<file path="src/rtl/digit_renderer.sv">
// digit_renderer: scans a row of NUM_DIGITS ROM glyphs at a fixed origin, 2^SCALE_LOG2 pixel
// replication, 2-stage pixel pipeline. Define LEAD_ZERO_BLANK_EN to blank leading zero digits.
module digit_renderer #(
  parameter int unsigned BIT_WIDTH  = 20,
  parameter int unsigned NUM_DIGITS = 4,
  parameter int unsigned SCALE_LOG2 = 1,
  parameter int unsigned GAP        = 4,
  parameter int unsigned ORIGIN_X   = 200,
  parameter int unsigned ORIGIN_Y   = 200,
  parameter logic [11:0] FG         = 12'hFFF,
  parameter logic [11:0] BG         = 12'h000
) (
  input  logic                                clk_i,
  input  logic                                rst_ni,
  input  logic                                pix_en_i,
  input  logic [9:0]                          pix_x_i,
  input  logic [9:0]                          pix_y_i,
  input  logic                                video_on_i,
  input  logic                                hsync_i,
  input  logic                                vsync_i,
  input  logic [4*NUM_DIGITS-1:0]             digits_i,
  input  logic                                digits_valid_i,
  output logic [3:0]                          sel_o,
  input  logic [BIT_WIDTH-1:0][BIT_WIDTH-1:0] bitmap_i,
  output logic [11:0]                         rgb_o,
  output logic                                hsync_o,
  output logic                                vsync_o
);

  localparam int unsigned CW = (BIT_WIDTH > 1) ? $clog2(BIT_WIDTH) : 1;
  localparam int unsigned DW = (NUM_DIGITS > 1) ? $clog2(NUM_DIGITS) : 1;
  localparam int unsigned SW = (SCALE_LOG2 > 0) ? SCALE_LOG2 : 1;
  localparam int unsigned GW = (GAP > 1) ? $clog2(GAP) : 1;

  localparam logic [9:0]    OX       = 10'(ORIGIN_X);
  localparam logic [9:0]    OY       = 10'(ORIGIN_Y);
  localparam logic [9:0]    Y_END    = 10'(ORIGIN_Y + (BIT_WIDTH << SCALE_LOG2));
  localparam logic [CW-1:0] COL_LAST = CW'(BIT_WIDTH - 1);
  localparam logic [DW-1:0] DIG_LAST = DW'(NUM_DIGITS - 1);
  localparam logic [SW-1:0] SUB_LAST = SW'((1 << SCALE_LOG2) - 1);
  localparam logic [GW-1:0] GAP_LAST = GW'((GAP > 0) ? GAP - 1 : 0);

  logic [4*NUM_DIGITS-1:0] pending_q, display_q;
  logic                    h_active_q, h_active_d;
  logic [DW-1:0]           dig_q, dig_d;
  logic [CW-1:0]           col_q, col_d;
  logic [SW-1:0]           sub_q, sub_d;
  logic                    gap_q, gap_d;
  logic [GW-1:0]           gap_cnt_q, gap_cnt_d;
  logic [CW-1:0]           row_q, row_d;
  logic [3:0]              sel_q, sel_d;
  logic                    on_box_q, on_box_d;
  logic [11:0]             rgb_q, rgb_d;
  logic                    hs1_q, vs1_q, hs2_q, vs2_q;
  logic                    v_in_s, frame_start_s;
  logic [3:0]              nib_s [NUM_DIGITS];
  logic [NUM_DIGITS-1:0]   blank_s;

  assign frame_start_s = (pix_x_i == 10'd0) && (pix_y_i == 10'd0);
  assign v_in_s        = (pix_y_i >= OY) && (pix_y_i < Y_END);

  for (genvar g = 0; g < NUM_DIGITS; g++) begin : g_nib
    assign nib_s[g] = display_q[4*(NUM_DIGITS-1-g) +: 4];
  end

`ifdef LEAD_ZERO_BLANK_EN
  // A digit is blanked while it is zero and no nonzero digit lies to its left.
  always_comb begin
    logic seen_nz;
    seen_nz = 1'b0;
    blank_s = '0;
    for (int i = 0; i < NUM_DIGITS; i++) begin
      if (nib_s[i] != 4'h0) begin
        seen_nz = 1'b1;
      end else begin
        seen_nz = seen_nz;
      end
      blank_s[i] = ~seen_nz & (i != NUM_DIGITS - 1);
    end
  end
`else
  assign blank_s = '0;
`endif

  // Horizontal scan next state: sub-pixel, column, inter-digit gap and digit index.
  always_comb begin
    h_active_d = h_active_q;
    dig_d      = dig_q;
    col_d      = col_q;
    sub_d      = sub_q;
    gap_d      = gap_q;
    gap_cnt_d  = gap_cnt_q;
    if (pix_x_i == OX) begin
      h_active_d = 1'b1;
      dig_d      = '0;
      col_d      = '0;
      sub_d      = '0;
      gap_d      = 1'b0;
      gap_cnt_d  = '0;
    end else if (!h_active_q) begin
      h_active_d = 1'b0;
    end else if (gap_q) begin
      if (gap_cnt_q == GAP_LAST) begin
        gap_d     = 1'b0;
        gap_cnt_d = '0;
        dig_d     = dig_q + 1'b1;
        col_d     = '0;
        sub_d     = '0;
      end else begin
        gap_cnt_d = gap_cnt_q + 1'b1;
      end
    end else if (sub_q != SUB_LAST) begin
      sub_d = sub_q + 1'b1;
    end else begin
      sub_d = '0;
      if (col_q != COL_LAST) begin
        col_d = col_q + 1'b1;
      end else if (dig_q != DIG_LAST) begin
        col_d = '0;
        if (GAP == 0) begin
          dig_d = dig_q + 1'b1;
        end else begin
          gap_d     = 1'b1;
          gap_cnt_d = '0;
        end
      end else begin
        col_d      = '0;
        h_active_d = 1'b0;
      end
    end
  end

  // Stage-1 glyph select, row and box qualification; stage-2 colour.
  always_comb begin
    sel_d    = nib_s[dig_d];
    on_box_d = v_in_s && h_active_d && !gap_d && video_on_i && !blank_s[dig_d];
    if (v_in_s) begin
      row_d = CW'((pix_y_i - OY) >> SCALE_LOG2);
    end else begin
      row_d = '0;
    end
    if (on_box_q && bitmap_i[row_q][col_q]) begin
      rgb_d = FG;
    end else begin
      rgb_d = BG;
    end
  end

  // Pending register loads on any clock, independent of the pixel enable.
  always_ff @(posedge clk_i or negedge rst_ni) begin
    if (!rst_ni) begin
      pending_q <= '1;
    end else if (digits_valid_i) begin
      pending_q <= digits_i;
    end
  end

  // Pixel-rate pipeline; display takes the pre-write pending value at frame start.
  always_ff @(posedge clk_i or negedge rst_ni) begin
    if (!rst_ni) begin
      display_q  <= '1;
      h_active_q <= 1'b0;
      dig_q      <= '0;
      col_q      <= '0;
      sub_q      <= '0;
      gap_q      <= 1'b0;
      gap_cnt_q  <= '0;
      row_q      <= '0;
      sel_q      <= 4'hF;
      on_box_q   <= 1'b0;
      rgb_q      <= BG;
      hs1_q      <= 1'b1;
      vs1_q      <= 1'b1;
      hs2_q      <= 1'b1;
      vs2_q      <= 1'b1;
    end else if (pix_en_i) begin
      if (frame_start_s) begin
        display_q <= pending_q;
      end
      h_active_q <= h_active_d;
      dig_q      <= dig_d;
      col_q      <= col_d;
      sub_q      <= sub_d;
      gap_q      <= gap_d;
      gap_cnt_q  <= gap_cnt_d;
      row_q      <= row_d;
      sel_q      <= sel_d;
      on_box_q   <= on_box_d;
      rgb_q      <= rgb_d;
      hs1_q      <= hsync_i;
      vs1_q      <= vsync_i;
      hs2_q      <= hs1_q;
      vs2_q      <= vs1_q;
    end
  end

  assign sel_o   = sel_q;
  assign rgb_o   = rgb_q;
  assign hsync_o = hs2_q;
  assign vsync_o = vs2_q;

endmodule

</file>
<file path="config.mk">
export PLATFORM = sky130hd
export DESIGN_NAME = digit_renderer
export DESIGN_NICKNAME = d
export VERILOG_FILES = /design/src/rtl/digit_renderer.sv
export SDC_FILE = /design/constraint.sdc
export NUM_CORES = 1
export LEC_CHECK = 0
export CAP_MARGIN = 20
export CORE_AREA = 2 2 179 181
export CTS_BUF_LIST = sky130_fd_sc_hd__clkbuf_2
export CTS_CLUSTER_DIAMETER = 80
export DETAILED_ROUTE_END_ITERATION = 7
export DIE_AREA = 0 0 181 183
export SLEW_MARGIN = 10
export SYNTH_ARGS = -nofsm -noshare
export SYNTH_HDL_FRONTEND = slang
export SYNTH_SLANG_ARGS = --single-unit
</file>
<file path="constraint.sdc">
create_clock -name clk_i -period 2.1 [get_ports clk_i]
set_input_delay 0.42 -clock clk_i [delete_from_list [all_inputs] [get_ports clk_i]]
set_output_delay 0.42 -clock clk_i [all_outputs]
set_load 0.02 [all_outputs]
</file>
After elaboration in Yosys (flattened, before gate mapping)
Index checks and enable logic that the tools add are counted.
{ "totals": {"in_bits": 443, "elab_cells": 97, "output_inout_bits": 18, "register_bits": 70} }
{ "classes": {"reduce_logical": 18, "n_bitwise": 1, "eq_ne": 6, "n_mux": 45, "magnitude_cmp": 6, "n_addsub": 5} }
{ "ops": {"columns": ["operator", "count"], "rows": [
  ["20-bit binary-select mux with 5-bit select", 1],
  ["5-bit 2-to-1 mux", 7],
  ["2-bit 2-to-1 mux", 11],
  ["10-bit logical NOT", 2],
  ["20-bit 2-to-1 mux", 1],
  ["1-bit 2-to-1 mux", 19],
  ["5-bit by 6-bit less-than comparator with 1-bit output, second input constant", 2],
  ["12-bit 2-to-1 mux", 1],
  ["10-bit by 8-bit == test with 1-bit output, second input constant", 1],
  ["10-bit by 8-bit greater-or-equal comparator with 1-bit output, second input constant", 1],
  ["10-bit by 8-bit less-than comparator with 1-bit output, second input constant", 1],
  ["4-bit binary-select mux with 2-bit select", 1],
  ["4-bit 2-to-1 mux", 2],
  ["1-bit logical AND", 7],
  ["3-bit nonzero test", 2],
  ["6-bit by 4-bit subtractor with 6-bit output, second input constant", 1],
  ["5-bit by 1-bit adder with 5-bit output, second input constant", 1],
  ["1-bit binary-select mux with 5-bit select", 1],
  ["5-bit != test, second input constant", 1],
  ["5-bit AND reduction", 1],
  ["2-bit by 1-bit adder with 2-bit output, second input constant", 2],
  ["4-bit AND reduction", 1],
  ["3-bit greater-or-equal comparator, second input constant", 1],
  ["2-bit by 3-bit less-than comparator with 1-bit output, second input constant", 1],
  ["other kinds (11)", 12]
]} }

Longest topological paths before layout
{ "logic_depth": {"depth_word": 11, "ltp_mapped": 11, "ltp_nobuf": 7} }

Least setup slack after synthesis
Ideal clock, no wire load.
{ "synth_path": {"kind": "register -> register", "from": "register row_q[0]", "to": "register rgb_q[10] (netlist: rgb_o[10])", "path_stages_with_launch": 9, "period_less_slack_ps": 2131, "t_required_ps": 1972, "setup_slack_ps": -31, "path_buffers": 2, "t_arrival_ps": 2003, "setup_time_ps": 128, "cell_sequence": "dfrtp_1 > buf_6 > buf_8 > mux4_2 > mux4_2 > o211ai_2 > o21ai_1 > a31oi_1 > a31oi_1"} }
{ "synth_via": {"elab_chain_len": 6} }
{ "synth_rtl": {"columns": ["element", "line_no", "text"], "rows": [
  ["start, declared", "50", "logic [CW-1:0] row_q, row_d;"],
  ["start signal, assigned", "186", "row_q <= row_d;"],
  ["20-bit binary-select mux with 5-bit select", "142", "if (on_box_q && bitmap_i[row_q][col_q]) begin"],
  ["20-bit 2-to-1 mux (implied by the code)", "142", null],
  ["1-bit binary-select mux with 5-bit select", "142", null],
  ["1-bit 2-to-1 mux (implied by the code)", "142", null],
  ["1-bit logical AND", "142", null],
  ["12-bit 2-to-1 mux", "142", null],
  ["end signal, assigned", "189", "rgb_q <= rgb_d;"],
  ["end, declared", "53", "logic [11:0] rgb_q, rgb_d;"]
]} }
No other way between the ends. The select of a mux whose other input is x is not followed.
A chain may end at the register's enable or synchronous reset.

Final worst setup path
Same ends and word-level chain as after synthesis.

==> results.sh <==
export IMPL_status="finished with violations"
export IMPL_failed_checks="setup timing"
export IMPL_worstReg2RegStart="row_q[0]"
export IMPL_critical_path_buf_inv_count=3
export IMPL_area_growth_pct=95.49
export IMPL_yosysWarningCount=0
export IMPL_routed_wl_um=37580
export IMPL_slew_violations=0
export IMPL_numPortBuffers=460
export IMPL_cts_tree="built"
export IMPL_grt_start_max_net_pins=29
export IMPL_cts_made_buffers=9
export IMPL_synth_distinct_cells=63
export IMPL_numClockSinks=59
export IMPL_floorplan_die_area_mm2=0.03312
export IMPL_critPathSlowestCell="dfrtp_4"
export IMPL_synth_top_cells_by_area="mux4_2 25%, dfstp_2 17%, mux2i_1 9.3%, mux2_2 8.0%, dfrtp_1 7.5%"
export IMPL_reg2reg_slack_ns=-0.28
export IMPL_io_pin_count=461
export IMPL_synth_fp_nets=993
export IMPL_critPathArrivalTime_ns=2.76
export IMPL_worst_path_most_repeated_cell="buf_12"
export IMPL_final_area_mm2=0.01242
export IMPL_fp_row_count=65
export IMPL_worstReg2RegEnd="rgb_o[10]"
export IMPL_startpoint_type="flip-flop"
export IMPL_use_met1_pct=27.75
export IMPL_synth_area_per_cell_um2=11.63
export IMPL_final_net_count=1528
export IMPL_via_count=7341
export IMPL_vias_per_cell=4.917
export IMPL_ys_flop_type="dfstp_2"
export IMPL_worstSetupEndpoint="rgb_o[10]"
export IMPL_hp_class="in2async"
export IMPL_place_congestion=0.9650
export IMPL_critical_path_top_delay_family="flip-flops"
export IMPL_synth_commonest_cells="71 x mux4_2, 59 x mux2i_1, 45 x mux2_2"
export IMPL_grt_pass1_vias=7676
export IMPL_reg2regPathDepth=9
export IMPL_path_depth=9
export IMPL_globalRouteMet2Util_pct=38.83
export IMPL_post_synth_top_count_cell="mux4_2"
export IMPL_path_max_fanout=8
export IMPL_p_total_w=0.004214
export IMPL_clockBufferDepth=2
export IMPL_worst_skew_pair_late_latency_ns=0.48
export IMPL_stdcell_count=1493
export IMPL_synth_edf_count=0
export IMPL_antenna_found_initial=8
export IMPL_peakVddDrop_mv=0.3106
export IMPL_dp_hpwl_um=32720
export IMPL_rsz0062_at_grt="true"
export IMPL_fin_crit_ns=2.375
export IMPL_setup_tns_final_ns=-2.144
export IMPL_clkTransAtPathRegs_ns=0.18
export IMPL_worst_setup_path_end_kind="flip-flop"
export IMPL_core_area_mm2=0.03123
export IMPL_dp_cells=1455
export IMPL_ys_seq_area_share_pct=24.03
export IMPL_worstSetupPathType="reg2reg"
export IMPL_crit_start="row_q[0]"
export IMPL_ys_ff_latch=59
export IMPL_synthArstFlopShare_pct=100.0
export IMPL_setup_viol=13
export IMPL_die_h_um=183
export IMPL_drc=0
export IMPL_track_usage_pct=22.05
export IMPL_root_buffer="clkbuf_2"
export IMPL_netlist_area_mm2=0.006352
export IMPL_cap_violations=0
export IMPL_ant_nets=0
export IMPL_slowest_delay_ns=0.56
export IMPL_die_x_um=181
export IMPL_finalWorstSetupSlack_ns=-0.2753
export IMPL_skew_ns=0.01922
export IMPL_fmax_ghz=0.4210
export IMPL_dr_pass1_iters=5
export IMPL_cts_max_level=3
export IMPL_holdWs_ns=0.08227
export IMPL_drt_iter0_drc=364
export IMPL_worst_slew_pin_slew_ns=0.5469
export IMPL_grt_pass1_wl_um=53010
export IMPL_post_dp_cell_area_mm2=0.01202
export IMPL_gr_total_overflow=0
export IMPL_synth_top_area_share_pct=25.17
export IMPL_period_share_pct=113.1
export IMPL_syn_inst=546
export IMPL_grt_busiest_layer="met2"
export IMPL_yosys_area_top_type="mux4_2"
export IMPL_max_slew_margin_pct=63.54
export IMPL_power_density_mw_per_mm2=339.4
export IMPL_use_met3_pct=5.381
export IMPL_hold_viol=0
export IMPL_power_leakage_nw=4.488
export IMPL_worstPathRequired_ns=2.49
export IMPL_wl_per_cell_um=25.17
export IMPL_path_cells="buf_12 > buf_12 > buf_6 > mux4_2 > o211ai_1 > nand4_1 > nor4_2 > a311o_1 > a31oi_1"
export IMPL_initial_core_util_pct=20.34
export IMPL_drive_gt1_share_pct=29.28
stage by stage:
step	util, %	setup WS, ns
global placement	38.48	-0.3649
detailed placement	38.48	-0.3932
CTS	39.22	-0.2653
global route	39.74	-0.3743
finish	39.76	-0.2753
floorplan	-	-0.01127
sequential cells by signal (all words and copies together), names as in the netlist, 2 cells and up:
| name | flops |
|---|---|
| display_q | 16 |
| pending_q | 16 |
| col_q | 5 |
| row_q | 5 |
| sel_o | 4 |
| dig_q | 2 |
| gap_cnt_q | 2 |
cells in the final DEF, fill, tap and decap left out, types with 5 or more instances in the layout:
cell | synthesis | final
a21oi_1 | 8 | 8
dfrtp_1 | 19 | 17
a221oi_1 | 6 | 5
dlygate4sd2_1 | 0 | 6
o221ai_1 | 5 | 5
buf_4 | 21 | 102
inv_1 | 11 | 11
mux4_1 | 6 | 5
o21ai_0 | 18 | 17
o211ai_1 | 8 | 8
o21ai_1 | 5 | 6
clkbuf_2 | 0 | 10
nand2_1 | 33 | 33
clkdlybuf4s50_1 | 0 | 453
nor2b_1 | 7 | 7
mux2_2 | 45 | 44
dfstp_2 | 40 | 40
mux4_2 | 71 | 72
nor3_1 | 7 | 6
nand4_1 | 10 | 10
mux2i_1 | 59 | 58
a22oi_1 | 24 | 19
diode_2 | 0 | 5
nand3_1 | 15 | 15
nor2_1 | 16 | 14
a22oi_2 | 0 | 5
buf_12 | 2 | 16
nand2b_1 | 5 | 5
kinds of logic after synthesis:
logic type | after synthesis | share of synthesized area [%]
compound gates | 114 | 13.28
flops | 59 | 24.03
simple gates | 115 | 9.257
mux | 181 | 44.93
fa+ha+maj | 4 | 0.7879
buf+inv | 71 | 7.445
xor+xnor | 2 | 0.2758
metal layers:
layer,wire length [um],part of all wire [%],vias to the layer above
li1,-,-,3302
met1,15580,41,3653
met2,18550,49,344
met3,3015,8.0,36
met4,395,1.1,6
met5,34,0.090,-
cell type report:
class	count	area, um^2
Tap cell	402	503.0
Timing Repair Buffer	583	5771
Sequential cell	59	1534
Multi-Input combinational cell	416	4423
Antenna cell	5	12.51
Clock buffer	10	50.05
Fill cell	3074	18810
Clock inverter	6	80.08
Inverter	12	45.04
timing repair:
| item | 4_1_cts | 5_1_grt |
|---|---|---|
| buffers inserted | 4 | 12 |
| hold buffers | 0 | 0 |
| pin swaps | 3 | 9 |
| endpoints found under the setup margin | 23 | 18 |
| gates resized for setup | 15 | 14 |
| cloned | 1 | 0 |
where the power goes:
| part | switching [W] | total [W] | internal [W] |
|---|---|---|---|
| clock | 0.000417 | 0.000806 | 0.000390 |
| combinational | 0.000734 | 0.00204 | 0.00131 |
| sequential | 0.0000753 | 0.00137 | 0.00129 |
| total | 0.00123 | 0.00421 | 0.00299 |
worst min-delay path by stage:
stage,start,slack [ns],cells after the start,to
after floorplan,rst_ni,0.12,0,col_q[0]
after global placement,gap_cnt_q[1],0.49,1,gap_cnt_q[1]
after detailed placement,sub_q,0.50,1,sub_q
after CTS,rst_ni,0.04,1,vs1_q
after global routing,rst_ni,0.04,1,pending_q[10]
final,rst_ni,0.08,1,pending_q[10]
(Power assumes the default switching activity.)
